## src/rtl/cpu_pkg.sv

```systemverilog
// Shared CPU definitions: register/FU counts, decoded-instruction record and
// the issue scheduler state encoding.
package cpu_pkg;

  localparam int unsigned NUM_REGS = 16;
  localparam int unsigned NUM_FU   = 16;
  localparam int unsigned REG_W    = 4;
  localparam int unsigned FU_W     = 4;

  typedef struct packed {
    logic [2*REG_W-1:0] readregs;
    logic [1:0]         read_ena;
    logic [REG_W-1:0]   writereg;
    logic               write_ena;
    logic [7:0]         flagouts;
    logic [FU_W-1:0]    fuid;
    logic               halt;
  } dec_instr_t;

  typedef enum logic [1:0] {
    S_RUN,
    S_DRAIN,
    S_HALTED
  } sched_state_e;

endpackage

```

## src/rtl/reg_scoreboard.sv

```systemverilog
// Register scoreboard: one pending-write bit per register, issue-set has
// priority over a same-cycle writeback clear of the same register.
module reg_scoreboard
  import cpu_pkg::*;
(
  input  logic                clk,
  input  logic                rst,
  input  logic                set_en,
  input  logic [REG_W-1:0]    set_reg,
  input  logic                wb_valid,
  input  logic [REG_W-1:0]    wb_reg,
  output logic [NUM_REGS-1:0] busy,
  output logic [NUM_REGS-1:0] eff_busy,
  output logic [NUM_REGS-1:0] busy_next
);

  logic [NUM_REGS-1:0] busy_q, busy_d;
  logic [NUM_REGS-1:0] clr_mask, set_mask;

  always_comb begin
    clr_mask = '0;
    set_mask = '0;
    if (wb_valid) clr_mask[wb_reg] = 1'b1;
    if (set_en)   set_mask[set_reg] = 1'b1;
    eff_busy = busy_q & ~clr_mask;
    busy_d   = eff_busy | set_mask;
  end

  always_ff @(posedge clk) begin
    if (rst) busy_q <= '0;
    else     busy_q <= busy_d;
  end

  assign busy      = busy_q;
  assign busy_next = busy_d;

endmodule

```

## src/rtl/issue_scheduler.sv

```systemverilog
// In-order single-entry issue stage: holds one decoded instruction, blocks it
// on RAW/WAW scoreboard hazards and drains the machine on a halt instruction.
module issue_scheduler
  import cpu_pkg::*;
(
  input  logic        clk,
  input  logic        rst,
  input  logic        in_valid,
  output logic        in_ready,
  input  logic [7:0]  in_readregs,
  input  logic [1:0]  in_read_ena,
  input  logic [3:0]  in_writereg,
  input  logic        in_write_ena,
  input  logic [7:0]  in_flagouts,
  input  logic [3:0]  in_fuid,
  input  logic        in_halt,
  input  logic [15:0] fu_ready,
  output logic        issue_valid,
  output logic [7:0]  issue_readregs,
  output logic [1:0]  issue_read_ena,
  output logic [3:0]  issue_writereg,
  output logic        issue_write_ena,
  output logic [7:0]  issue_flagouts,
  output logic [3:0]  issue_fuid,
  input  logic        wb_valid,
  input  logic [3:0]  wb_reg,
  output logic [15:0] busy_regs,
  output logic        halted,
  output logic [15:0] stall_count
);

  sched_state_e  state_q, state_d;
  logic          hold_valid_q, hold_valid_d;
  dec_instr_t    hold_q, hold_d, in_instr, hold_out;
  logic [15:0]   stall_q, stall_d;
  logic [NUM_REGS-1:0] eff_busy, busy_next;
  logic          hazard, fire, accept;
  logic          accept_ok, can_issue;

  reg_scoreboard u_scoreboard (
    .clk       (clk),
    .rst       (rst),
    .set_en    (fire & hold_q.write_ena),
    .set_reg   (hold_q.writereg),
    .wb_valid  (wb_valid),
    .wb_reg    (wb_reg),
    .busy      (busy_regs),
    .eff_busy  (eff_busy),
    .busy_next (busy_next)
  );

  always_comb begin
    in_instr.readregs  = in_readregs;
    in_instr.read_ena  = in_read_ena;
    in_instr.writereg  = in_writereg;
    in_instr.write_ena = in_write_ena;
    in_instr.flagouts  = in_flagouts;
    in_instr.fuid      = in_fuid;
    in_instr.halt      = in_halt;
  end

  always_comb begin
    hazard = (hold_q.read_ena[0] & eff_busy[hold_q.readregs[3:0]]) |
             (hold_q.read_ena[1] & eff_busy[hold_q.readregs[7:4]]) |
             (hold_q.write_ena   & eff_busy[hold_q.writereg]);
    issue_valid = hold_valid_q & ~hazard & can_issue;
    fire        = issue_valid & fu_ready[hold_q.fuid];
    in_ready    = accept_ok & (~hold_valid_q | fire);
    accept      = in_valid & in_ready;
  end

  // Halt instructions are consumed at accept and never enter the hold register.
  always_comb begin
    hold_valid_d = hold_valid_q;
    hold_d       = hold_q;
    if (fire) hold_valid_d = 1'b0;
    if (accept && !in_halt) begin
      hold_valid_d = 1'b1;
      hold_d       = in_instr;
    end
    stall_d = stall_q;
    if (hold_valid_q && !fire && stall_q != '1) stall_d = stall_q + 16'd1;
  end

  // Drain completes on the edge where the machine becomes empty, so HALTED
  // shows up the cycle after the last writeback.
  always_comb begin
    state_d = state_q;
    case (state_q)
      S_RUN:    if (accept && in_halt) state_d = S_DRAIN;
      S_DRAIN:  if (busy_next == '0 && !hold_valid_d) state_d = S_HALTED;
      S_HALTED: state_d = S_HALTED;
      default:  state_d = S_RUN;
    endcase
  end

  always_ff @(posedge clk) begin
    if (rst) begin
      state_q      <= S_RUN;
      hold_valid_q <= 1'b0;
      hold_q       <= '0;
      stall_q      <= '0;
    end else begin
      state_q      <= state_d;
      hold_valid_q <= hold_valid_d;
      hold_q       <= hold_d;
      stall_q      <= stall_d;
    end
  end

  always_comb begin
    accept_ok = (state_q == S_RUN);
    can_issue = (state_q != S_HALTED);
    halted    = (state_q == S_HALTED);
  end

  always_comb begin
    hold_out        = hold_valid_q ? hold_q : '0;
    issue_readregs  = hold_out.readregs;
    issue_read_ena  = hold_out.read_ena;
    issue_writereg  = hold_out.writereg;
    issue_write_ena = hold_out.write_ena;
    issue_flagouts  = hold_out.flagouts;
    issue_fuid      = hold_out.fuid;
  end

  assign stall_count = stall_q;

endmodule

```

## config.mk

```make
export PLATFORM = sky130hd
export DESIGN_NAME = issue_scheduler
export DESIGN_NICKNAME = d
export VERILOG_FILES = /design/src/rtl/cpu_pkg.sv /design/src/rtl/reg_scoreboard.sv /design/src/rtl/issue_scheduler.sv
export SDC_FILE = /design/constraint.sdc
export NUM_CORES = 1
export LEC_CHECK = 0
export ABC_AREA = 1
export BUFFER_PORTS_ARGS = -buffer_cell sky130_fd_sc_hd__buf_2
export CORE_MARGIN = 2
export CORE_UTILIZATION = 52
export DETAILED_ROUTE_END_ITERATION = 16
export PLACE_DENSITY_LB_ADDON = 0.2
export SLEW_MARGIN = 20
export SYNTH_ARGS = -nofsm -noshare
export SYNTH_HDL_FRONTEND = slang
export SYNTH_SLANG_ARGS = --single-unit
export TNS_END_PERCENT = 1
```

## constraint.sdc

```tcl
create_clock -name clk -period 2.8 [get_ports clk]
set_input_delay 0.14 -clock clk [delete_from_list [all_inputs] [get_ports clk]]
set_output_delay 0.14 -clock clk [all_outputs]
set_load 0.01 [all_outputs]
```

==> results.ini <==
[critical_path]
required_ns=3.01
critPathKind=flop to flop
ff2ff_path_depth=17
crit_path_start_kind=flop
critPathMaxFanout=9
critPathArrivalTime_ns=2.81
end_kind=flop

[finish]
fin_nets=765
diodes=0
area_growth_pct=22.7
drive_gt1_share_pct=24.1
final_common_cell=nand2_1
mostFrequentLayoutCells=129 x nand2_1, 113 x buf_2, 89 x inv_1
design_area_mm2=0.00461

[floorplanning]
rows=31
core_mm2=0.00714
io_pins=114
die_w_um=89.0
dieArea_mm2=0.00793
die_y_um=89.0
initial_core_util_pct=52.7

[synth]
ys_seq_area_share_pct=33.0
synth_area_leader_cell=dfxtp_1
synthCells=599
synthesis.area_mm2=0.00376
yosysTopAreaCellShare_pct=33.0
yosys.cell_types.count=33
ys_seq_elements=62
synth_top_cells_by_area=dfxtp_1 33%, nand2_1 13%, inv_1 9.0%, nand3_1 8.9%, a21oi_1 8.1%
syn_nets=655
syn_avg_cell_area_um2=6.28
yosysWarnings=0

[route]
vias_per_cell=5.25
vias=4268
wl_met1_um=4590
wl_met3_um=723
drc=0
drt-pass1-iter-count=5
drtIter0Drc=296
met2_length_um=5110
highest_layer=met4
drt_wl_total_um=10700
wl_per_cell_um=13.2
detail-route-antenna-nets=0

[clock_tree]
htreeDepth=3
clk_pin_slew_worst_paths_ns=0.07
clock_latency_ns=0.34
root_buffer=clkbuf_8
cts_made_buffers=9
clk_path_buf_depth=2
tritoncts=yes
cts.sink_count=62

[run]
cap_violations=0

[global_routing]
antenna_found_initial=0
grt_overflow=0
grt_pass1_wl_um=17300
grtUsageTotal_pct=28.0
grt_max_degree=55
grt_pass1_vias=3759

[power]
intPower_mw=1.67
p_switching_mw=0.970
powerDensity_mw_per_mm2=571
switching_share_pct=36.8
p_leak_nw=2.31
combPwrFrac_pct=30.4
clkPwrFrac_pct=29.2
p_seq_share_pct=40.5
max-vdd-ir-drop_uv=467

[sta]
min_period_over_period_pct=92.8
slew_headroom_pct=35.4
holdWs_ns=0.0814
hold_viol_final=0
tightest_slew_ns=0.963
post-route-min-period_ns=2.60
tns_ns=0
finalSetupViolCount=0
finClkSkew_ns=0.0101
rsz0062_at_grt=false
fmax_mhz=385
maxSlewViolCount=0

[placed_design]
numPortBuffers=113
place_area_mm2=0.00440
dp_hpwl_um=8350
gp_congestion=1.03

[hold_path]
holdPathStages=3
hold_class=input port to flop

[run_status]
status=finished, final reports clean

## worst max-delay path: stages, from the launching register on
cell	delay, ns
dfxtp_1	0.34
clkinv_1	0.26
o211ai_1	0.27
nand3_1	0.09
nand3_1	0.09
nand2_1	0.06
nor2_2	0.13
nor2_4	0.07
nand2_1	0.07
nand2_2	0.09
inv_2	0.12
nand2_4	0.09
inv_2	0.09
nand3_2	0.10
nor2_1	0.19
nand3_1	0.14
o21ai_1	0.19
a21oi_1	0.09
## per-stage QoR
stage	power, mW	util, %	worst slack [ns]	instances
floorplan	1.63	-	0.583	599
global placement	1.85	61.6	0.198	795
detailed placement	1.86	61.6	0.165	795
CTS	2.62	64.2	0.0806	811
global route	2.81	64.6	0.0173	813
finish	2.64	64.6	0.202	813
## cell families (layout without fill, tap and decap cells)
| family | Yosys count | count (layout) | synth area share, % |
|---|---|---|---|
| adder cells (fa/ha/maj) | 4 | 4 | 1.33 |
| AO/OA/AOI/OAI | 116 | 116 | 16.6 |
| AND/OR/NAND/NOR | 294 | 294 | 36.3 |
| flip-flops | 62 | 62 | 33.0 |
| buffers and inverters | 123 | 238 | 12.7 |
## final cells by class
cell class / count / area (um^2)
clock buffer: 10 / 128
tap: 99 / 124
clock inverter: 6 / 61.3
sequential: 62 / 1240
timing repair buffer: 121 / 626
fill: 722 / 2520
inverter: 101 / 383
multi-input combinational: 414 / 2050
## cells in the mapped netlist
cell / n
nand2_2: 3
o21bai_1: 1
nand2_1: 129
buf_6: 1
clkinv_1: 2
nor2_1: 53
buf_1: 2
inv_2: 9
ha_1: 4
nand3_2: 8
nor2_2: 4
a221oi_1: 2
o21ai_1: 5
buf_2: 5
a21oi_1: 61
nand3_1: 67
o21ai_0: 34
buf_4: 1
nand2_4: 1
o21a_1: 5
inv_1: 90
a211oi_1: 2
nor3b_1: 1
o211ai_1: 5
nor3_2: 1
a32oi_1: 1
nor3_1: 8
clkbuf_1: 13
nand4_4: 1
nor4_2: 1
nand4_1: 14
nor2_4: 3
dfxtp_1: 62
## path summary, 6_finish.rpt
| kind | startpoint | to | slack (ns) |
|---|---|---|---|
| max reg2reg | hold_q[20]$_SDFFE_PP0P_ | stall_count[9]$_SDFFE_PP0P_ | 0.20 |
| min reg2reg | hold_q[12]$_SDFFE_PP0P_ | hold_q[12]$_SDFFE_PP0P_ | 0.45 |
| min | in_read_ena[1] | hold_q[19]$_SDFFE_PP0P_ | 0.08 |
| max | hold_q[20]$_SDFFE_PP0P_ | stall_count[9]$_SDFFE_PP0P_ | 0.20 |
## metal layers
| metal | track usage, % | vias to the layer above |
|---|---|---|
| met3 | 4.16 | 30 |
| met2 | 48.0 | 175 |
| met4 | 11.3 | 0 |
| met5 | 0 | - |
| met1 | 35.4 | 1903 |
| li1 | - | 2160 |
## power groups by stage
stage          clock network, mW  logic [mW]  registers [mW]
2_1_floorplan                  0       0.574            1.05
3_3_place_gp                   0       0.771            1.08
3_5_place_dp                   0       0.780            1.08
4_1_cts                    0.777       0.783            1.06
5_1_grt                    0.825       0.902            1.08
6_report                   0.769       0.801            1.07
## repair_timing
action,4_1_cts,5_1_grt
setup endpoints to repair,0,37
resized for setup,0,5
setup buffers,0,2
hold buffers,0,0
## flip-flops by register name (all words and copies together), names as in the netlist
register / cells
hold_q: 27
stall_count: 16
u_scoreboard.busy: 16
state_q: 2
hold_valid_q: 1
Power figures use the tool's default switching activity.
